`config.mk`:
```
export PLATFORM = sky130hd
export DESIGN_NAME = quad_decoder_flat
export DESIGN_NICKNAME = d
export VERILOG_FILES = /design/src/rtl/quad_decoder_if.sv /design/src/rtl/quad_decoder.sv /design/src/flat_wrapper.sv
export SDC_FILE = /design/constraint.sdc
export NUM_CORES = 1
export LEC_CHECK = 0
export ABC_AREA = 1
export BUFFER_PORTS_ARGS = -buffer_cell sky130_fd_sc_hd__buf_2
export CAP_MARGIN = 10
export CORE_AREA = 2 2 63 47
export DETAILED_ROUTE_END_ITERATION = 8
export DIE_AREA = 0 0 65 49
export HOLD_SLACK_MARGIN = 0.12
export PLACE_DENSITY = 0.75
export SETUP_SLACK_MARGIN = 0.4
export SLEW_MARGIN = 20
export SYNTH_ARGS = -nofsm -noshare
export SYNTH_HDL_FRONTEND = slang
export SYNTH_SLANG_ARGS = --single-unit
```
`constraint.sdc`:
```
create_clock -name clk -period 3.4 [get_ports clk]
set_clock_uncertainty 0.05 [all_clocks]
set_input_delay 0.51 -clock clk [delete_from_list [all_inputs] [get_ports clk]]
set_output_delay 0.51 -clock clk [all_outputs]
set_load 0.03 [all_outputs]
```
`src/rtl/quad_decoder_if.sv`:
```
// rtl/quad_decoder_if.sv - encoder-side and position-side signal bundle for quad_decoder
// Ports (via modports):
//   master: drives a_in, b_in, syn_clr, load, d; observes step, dir, err, pos, max_tick, min_tick
//   slave : the decoder itself, the mirror image of master
interface quad_decoder_if #(
    parameter int N = 8
);
    logic         a_in;
    logic         b_in;
    logic         syn_clr;
    logic         load;
    logic [N-1:0] d;
    logic         step;
    logic         dir;
    logic         err;
    logic [N-1:0] pos;
    logic         max_tick;
    logic         min_tick;

    modport master (
        output a_in, b_in, syn_clr, load, d,
        input  step, dir, err, pos, max_tick, min_tick
    );

    modport slave (
        input  a_in, b_in, syn_clr, load, d,
        output step, dir, err, pos, max_tick, min_tick
    );
endinterface

```
`src/rtl/quad_decoder.sv`:
```
// rtl/quad_decoder.sv - 4x quadrature decoder with wrapping loadable position count
// Ports:
//   clk   : system clock, rising edge
//   reset : synchronous active-low reset
//   bus   : quad_decoder_if.slave
//           a_in/b_in async encoder phases, syn_clr/load/d position control,
//           step/dir/err decode events, pos count, max_tick/min_tick terminal flags
module quad_decoder #(
    parameter int N = 8
) (
    input  logic          clk,
    input  logic          reset,
    quad_decoder_if.slave bus
);
    typedef enum logic {INIT, RUN} state_t;

    state_t       state_q, state_d;
    logic [1:0]   init_cnt_q, init_cnt_d;
    logic         a_s1_q, a_s1_d, a_s2_q, a_s2_d;
    logic         b_s1_q, b_s1_d, b_s2_q, b_s2_d;
    logic [1:0]   prev_q, prev_d;
    logic         step_q, step_d;
    logic         dir_q, dir_d;
    logic         err_q, err_d;
    logic [N-1:0] pos_q, pos_d;

    logic [1:0]   ab_cur;
    logic [1:0]   delta;
    logic         fwd, rev, ill;

    // Map the Gray-coded phase pair onto its position in the forward cycle
    // 00 -> 10 -> 11 -> 01, so a forward step is always +1 modulo 4.
    function automatic logic [1:0] phase_idx(input logic [1:0] ab);
        return {ab[0], ab[1] ^ ab[0]};
    endfunction

    always_comb begin
        state_d    = state_q;
        init_cnt_d = init_cnt_q;

        a_s1_d = bus.a_in;
        a_s2_d = a_s1_q;
        b_s1_d = bus.b_in;
        b_s2_d = b_s1_q;

        ab_cur = {a_s2_q, b_s2_q};
        prev_d = ab_cur;

        // delta: 0 none, 1 forward, 3 reverse, 2 both phases flipped.
        delta = phase_idx(ab_cur) - phase_idx(prev_q);
        fwd   = (state_q == RUN) && (delta == 2'd1);
        rev   = (state_q == RUN) && (delta == 2'd3);
        ill   = (state_q == RUN) && (delta == 2'd2);

        // Two full clocks after release fill s1/s2; prev then loads a valid
        // sample on the edge that enters RUN, so a static encoder never
        // produces a spurious event.
        if (state_q == INIT) begin
            if (init_cnt_q == 2'd2) begin
                state_d = RUN;
            end else begin
                init_cnt_d = init_cnt_q + 2'd1;
            end
        end

        step_d = fwd | rev;

        dir_d = dir_q;
        if (fwd) begin
            dir_d = 1'b1;
        end else if (rev) begin
            dir_d = 1'b0;
        end

        // An illegal transition in the same cycle as syn_clr leaves err set.
        err_d = err_q;
        if (ill) begin
            err_d = 1'b1;
        end else if (bus.syn_clr) begin
            err_d = 1'b0;
        end

        pos_d = pos_q;
        if (bus.syn_clr) begin
            pos_d = '0;
        end else if (bus.load) begin
            pos_d = bus.d;
        end else if (fwd) begin
            pos_d = pos_q + N'(1);
        end else if (rev) begin
            pos_d = pos_q - N'(1);
        end
    end

    always_ff @(posedge clk) begin
        if (!reset) begin
            state_q    <= INIT;
            init_cnt_q <= 2'd0;
            a_s1_q     <= 1'b0;
            a_s2_q     <= 1'b0;
            b_s1_q     <= 1'b0;
            b_s2_q     <= 1'b0;
            prev_q     <= 2'b00;
            step_q     <= 1'b0;
            dir_q      <= 1'b1;
            err_q      <= 1'b0;
            pos_q      <= '0;
        end else begin
            state_q    <= state_d;
            init_cnt_q <= init_cnt_d;
            a_s1_q     <= a_s1_d;
            a_s2_q     <= a_s2_d;
            b_s1_q     <= b_s1_d;
            b_s2_q     <= b_s2_d;
            prev_q     <= prev_d;
            step_q     <= step_d;
            dir_q      <= dir_d;
            err_q      <= err_d;
            pos_q      <= pos_d;
        end
    end

    assign bus.step     = step_q;
    assign bus.dir      = dir_q;
    assign bus.err      = err_q;
    assign bus.pos      = pos_q;
    assign bus.max_tick = &pos_q;
    assign bus.min_tick = ~|pos_q;
endmodule

```
`src/flat_wrapper.sv`:
```
// flat-port wrapper written by rule: the top's interface ports become plain ports
module quad_decoder_flat 
#(
    parameter int N = 8
)
  (clk, reset, bus_a_in, bus_b_in, bus_syn_clr, bus_load, bus_d, bus_step, bus_dir, bus_err, bus_pos, bus_max_tick, bus_min_tick);
  quad_decoder_if #(.N(N)) bus_i ();
  input  logic clk;
  input  logic reset;
  input wire logic [$bits(bus_i.a_in)-1:0] bus_a_in;
  input wire logic [$bits(bus_i.b_in)-1:0] bus_b_in;
  input wire logic [$bits(bus_i.syn_clr)-1:0] bus_syn_clr;
  input wire logic [$bits(bus_i.load)-1:0] bus_load;
  input wire logic [$bits(bus_i.d)-1:0] bus_d;
  output wire logic [$bits(bus_i.step)-1:0] bus_step;
  output wire logic [$bits(bus_i.dir)-1:0] bus_dir;
  output wire logic [$bits(bus_i.err)-1:0] bus_err;
  output wire logic [$bits(bus_i.pos)-1:0] bus_pos;
  output wire logic [$bits(bus_i.max_tick)-1:0] bus_max_tick;
  output wire logic [$bits(bus_i.min_tick)-1:0] bus_min_tick;
  assign bus_i.a_in = bus_a_in;
  assign bus_i.b_in = bus_b_in;
  assign bus_i.syn_clr = bus_syn_clr;
  assign bus_i.load = bus_load;
  assign bus_i.d = bus_d;
  assign bus_step = bus_i.step;
  assign bus_dir = bus_i.dir;
  assign bus_err = bus_i.err;
  assign bus_pos = bus_i.pos;
  assign bus_max_tick = bus_i.max_tick;
  assign bus_min_tick = bus_i.min_tick;
  quad_decoder #(.N(N)) u_core (.clk(clk), .reset(reset), .bus(bus_i));
endmodule
```
Word level (Yosys, flattened, before mapping)
Cells that the tools add are included.
{"block": "totals", "output_inout_bits": 13, "regBits": 20, "elab_cells": 43, "in_bits": 14}
{"block": "op_classes", "addsub": 4, "eq_ne": 4, "n_reduce_logical": 11, "bitwise_logic": 6, "n_mux": 7}
{"operator": "8-bit 2-to-1 mux", "n": 3}
{"operator": "8-bit by 1-bit adder with 8-bit output (second input constant)", "n": 1}
{"operator": "8-bit AND reduction", "n": 1}
{"operator": "8-bit OR reduction", "n": 1}
{"operator": "8-bit by 1-bit subtractor with 8-bit output (second input constant)", "n": 1}
{"operator": "2-bit equality test (second input constant)", "n": 3}
{"operator": "1-bit 2-to-1 mux", "n": 4}
{"operator": "2-bit OR reduction", "n": 2}
{"operator": "1-bit logical AND", "n": 3}
{"operator": "1-bit NOT", "n": 3}
{"operator": "3-bit nonzero test", "n": 1}
{"operator": "2-bit by 1-bit adder with 2-bit output (second input constant)", "n": 1}
{"operator": "2-bit by 1-bit equality test with 1-bit output (second input constant)", "n": 1}
{"operator": "2-bit AND reduction", "n": 1}
{"operator": "2-bit nonzero test", "n": 1}
{"operator": "2-bit subtractor", "n": 1}
{"operator": "1-bit bitwise XOR", "n": 2}
{"operator": "1-bit zero test", "n": 1}
{"operator": "1-bit OR", "n": 1}

Longest topological paths before layout
{"block": "logic_depth", "ltp_word": 7, "ltp_mapped": 14, "ltp_nobuf": 14}

Least setup slack after synthesis
Ideal clock, no wire load.
{"block": "synth_timing", "path_kind": "register to register", "startpoint": "reg u_core.b_s2_q", "endpoint": "reg u_core.pos_q[5], in the netlist u_core.bus.pos[5]", "required_time_ns": 3.234, "slack_ns": 1.023, "setup_time_ns": 0.116, "t_arrival_ns": 2.211, "synth_period_minus_slack_ns": 2.377, "path_stages_with_launch": 12, "path_buffers": 0, "path_cell_list": "dfxtp_1 > xnor2_1 > ha_1 > nor2_8 > nand3_4 > ha_1 > or2_1 > nand2_1 > o21bai_1 > or2_1 > nand3_1 > a21oi_1"}
{"block": "synth_between", "elab_chain_cells": 6}
{"item": "from (decl)", "line_no": "quad_decoder.sv:20", "source": "logic b_s1_q, b_s1_d, b_s2_q, b_s2_d;"}
{"item": "from (signal assigned)", "line_no": "quad_decoder.sv:114", "source": "b_s2_q <= b_s2_d;"}
{"item": "1-bit bitwise XOR", "line_no": "quad_decoder.sv:34", "source": "return {ab[0], ab[1] ^ ab[0]};"}
{"item": "2-bit subtractor (*)", "line_no": "quad_decoder.sv:50", "source": "delta = phase_idx(ab_cur) - phase_idx(prev_q);"}
{"item": "2-bit by 1-bit equality test with 1-bit output", "line_no": "quad_decoder.sv:51", "source": "fwd = (state_q == RUN) && (delta == 2'd1);"}
{"item": "1-bit logical AND", "line_no": "quad_decoder.sv:51"}
{"item": "8-bit 2-to-1 mux", "line_no": "quad_decoder.sv:88", "source": "end else if (fwd) begin"}
{"item": "8-bit 2-to-1 mux", "line_no": "quad_decoder.sv:86", "source": "end else if (bus.load) begin"}
{"item": "to (signal assigned)", "line_no": "quad_decoder.sv:119", "source": "pos_q <= pos_d;"}
{"item": "to (decl)", "line_no": "quad_decoder.sv:25", "source": "logic [N-1:0] pos_q, pos_d;"}
Mark *: on every way between the ends. The rest lies on a longest branch, timed or not.
A chain may end at the register's enable or synchronous reset.

Final worst setup path
Same ends and word-level chain as after synthesis.

==> impl_results.md <==
- Root buffer cell: clkbuf_8
- CTS max path bufs: 2
- Vias per cell: 4.94
- Final worst setup slack: 0.833 ns
- Worst slew pin tran: 0.333 ns
- Final #Nets: 224
- Port buffer count: 26
- Post-DP HPWL: 2.02 mm
- CTS tree: done
- CP bufs+invs: 0
- Largest net degree at the start of global routing: 12
- Final ANT Viol Nets: 0
- Status: finished clean
- Skew-Pair Late Insertion Delay: 0.26 ns
- Sink Count: 20
- Die area: 3190 um2
- Pre-CTS worst setup slack: 0.848 ns
- Fraction of layout instances using a drive strength above 1: 22.6%
- Routed wire length per instance: 11.2 um
- Initial Util: 47.1%
- Row count: 16
- GRT Overall Usage: 18.3%
- Synth cell types: 26
- Buffer count from post-CTS setup fixing: 0
- Max stage delay cell, worst path: dfxtp_1
- Post-Layout Inst Area: 1450 um2
- Setup tns final: 0 ns
- Origin of the worst setup path: u_core.b_s2_q
- CP endpoint kind: flip-flop
- Fillers: 244
- Min cycle time layout: 2.57 ns
- Inserted Diodes: 0
- Vias: 1,160
- Number of global-route vias before repair: 1,030
- CP required: 3.50 ns
- Min-delay src: u_core.b_s1_q
- Seq cells post-synth: 20
- Fin. Hold Viols: 0
- H-tree depth: 1
- Die Span Y: 49 um
- Initial antenna violation count: 0
- PwrDens: 450 nW/um2
- Drt drc: 0
- Critical-path maximum fanout: 10
- First-pass GRT wire length: 4.50 mm
- Worst path max stage delay: 0.42 ns
- RSZ-0062 raised after global routing: no
- Sequential-to-total area share from yosys stat: 32.4%
- DR iter-0 viols: 43
- Syn nets: 195
- Critical-path cell list: xnor2_1, ha_1, nor2_8, nand3_4, ha_1, or2_1, nand2_1, o21bai_1, or2_1, nand3_1, a21oi_1
- R2r startpoint: u_core.b_s2_q
- Startpoint types: flip-flop
- Period utilization: 75.5%
- Number of I/O pins: 27
- Worst vdd ir: 0.285 mV
- Mapped Cells: 171
- Hold Path Class: flip-flop to flip-flop
- Leak pwr: 0.749 nW
- DRT Pass-1 Iters: 4
- Rel. slew slack: 77.8%
- Cell Area, Synth: 1230 um2
- Critical Path AT: 2.67 ns
- Post-CTS Resized: 0
- Peak Freq: 0.390 GHz
- Syn_area_per_cell: 7.22 um2
- Grt total ovfl: 0
- Cts bufs inserted: 3
- Final Slew Violations: 0
- Classification of the worst setup path: flip-flop to flip-flop
- Core area: 2620 um2
- Ys Warns: 0
- Final setup viols: 0
- Area growth syn-to-layout: 17.6%
- Post-DP Area: 1400 um2
- Worst-path clk slew: 0.07 ns
- WL final: 2.63 mm
- Chip Width: 65 um
- Gpl congestion: 0.830
- Critical path's top delay family: simple AND/OR/NAND/NOR gates
- CTS Hold Bufs: 0
- Max-cap violations: 0
==> path summary, 6_finish.rpt <==
path	to	slack, ns	depth (start not counted)
setup / recovery	u_core.bus.pos[5]	0.83	11
setup reg to reg	u_core.bus.pos[5]	0.83	11
hold / removal	u_core.b_s2_q	0.37	2
hold reg to reg	u_core.b_s2_q	0.37	2
==> final cells by class <==
type	instances	area [um2]	area share (%)
Multi-Input combinational cell	120	713	49.1
Sequential cell	20	400	27.6
Timing Repair Buffer	26	130	8.96
Inverter	29	109	7.49
Clock buffer	4	55.1	3.79
Tap cell	36	45.0	3.10
==> layout by cell type, fill, tap and decap left out, types with 2 or more instances in the layout <==
master,count
nand2_1,49
buf_2,26
inv_1,22
dfxtp_1,20
nand3_1,11
ha_1,9
nor2_1,8
inv_2,7
a21oi_1,7
a31oi_1,5
nand4_1,4
xor2_1,4
o21ai_1,4
clkbuf_8,4
o21ai_0,3
or2_1,3
nand2_2,2
nor2_8,2
xnor2_1,2
==> synth_stat cells (all sizes together) <==
cell	instances	area share [%]
xor2	4	2.8
nand4	4	2.0
buf	1	0.40
o21bai	1	0.61
xnor2	2	1.4
or2	3	1.5
nor2	11	6.6
nand2	51	16
nor4	1	0.51
clkbuf	1	0.61
ha	9	9.1
a31oi	5	2.5
inv	29	8.8
fa	1	1.6
a21oi	8	3.5
dfxtp	20	32
nand3	13	6.7
o21ai	7	2.8
==> registers in the layout, summed over array words and instances, names as in the netlist <==
signal and count:
u_core.bus.pos 8, u_core.bus.dir 1, u_core.bus.step 1, u_core.b_s1_q 1, u_core.prev_q 2, u_core.b_s2_q 1
u_core.init_cnt_q 2, u_core.a_s2_q 1, u_core.state_q 1, u_core.bus.err 1, u_core.a_s1_q 1
==> routing by layer <==
metal,up-vias,GRT usage [%],wire [um]
li1,606,-,-
met3,7,5.08,133
met4,0,6.03,44
met2,23,27.7,1170
met5,-,0,0
met1,524,25.0,1280
==> worst min-delay path, delay by kind of cell, from the launching register on <==
family	cells	cell delay [ns]
flops	1	0.31
simple gates	1	0.05
buf+inv	1	0.04
==> cells by family after synthesis <==
group / Yosys count / share of synthesized area, %
simple gates: 83 / 33.2
flops: 20 / 32.4
xor+xnor: 6 / 4.26
buf+inv: 31 / 9.83
fa+ha+maj: 10 / 10.7
compound gates: 21 / 9.52
==> where the power goes <==
group / leakage [nW] / switching (mW) / internal, mW
combinational: 0.557 / 0.128 / 0.0734
clock: 0.0288 / 0.0770 / 0.103
sequential: 0.164 / 0.0153 / 0.257
total: 0.749 / 0.220 / 0.434
==> per-stage QoR <==
| stage | utilization (%) | power [mW] | hold slack [ns] | std cells |
|---|---|---|---|---|
| after floorplan | - | 0.433 | 0.340 | 171 |
| after global placement | 53.3 | 0.474 | 0.344 | 231 |
| after detailed placement | 53.3 | 0.477 | 0.352 | 231 |
| after CTS | 55.4 | 0.659 | 0.371 | 235 |
| after global routing | 55.4 | 0.699 | 0.395 | 235 |
| final | 55.4 | 0.654 | 0.367 | 235 |
Power figures use the tool's default switching activity.
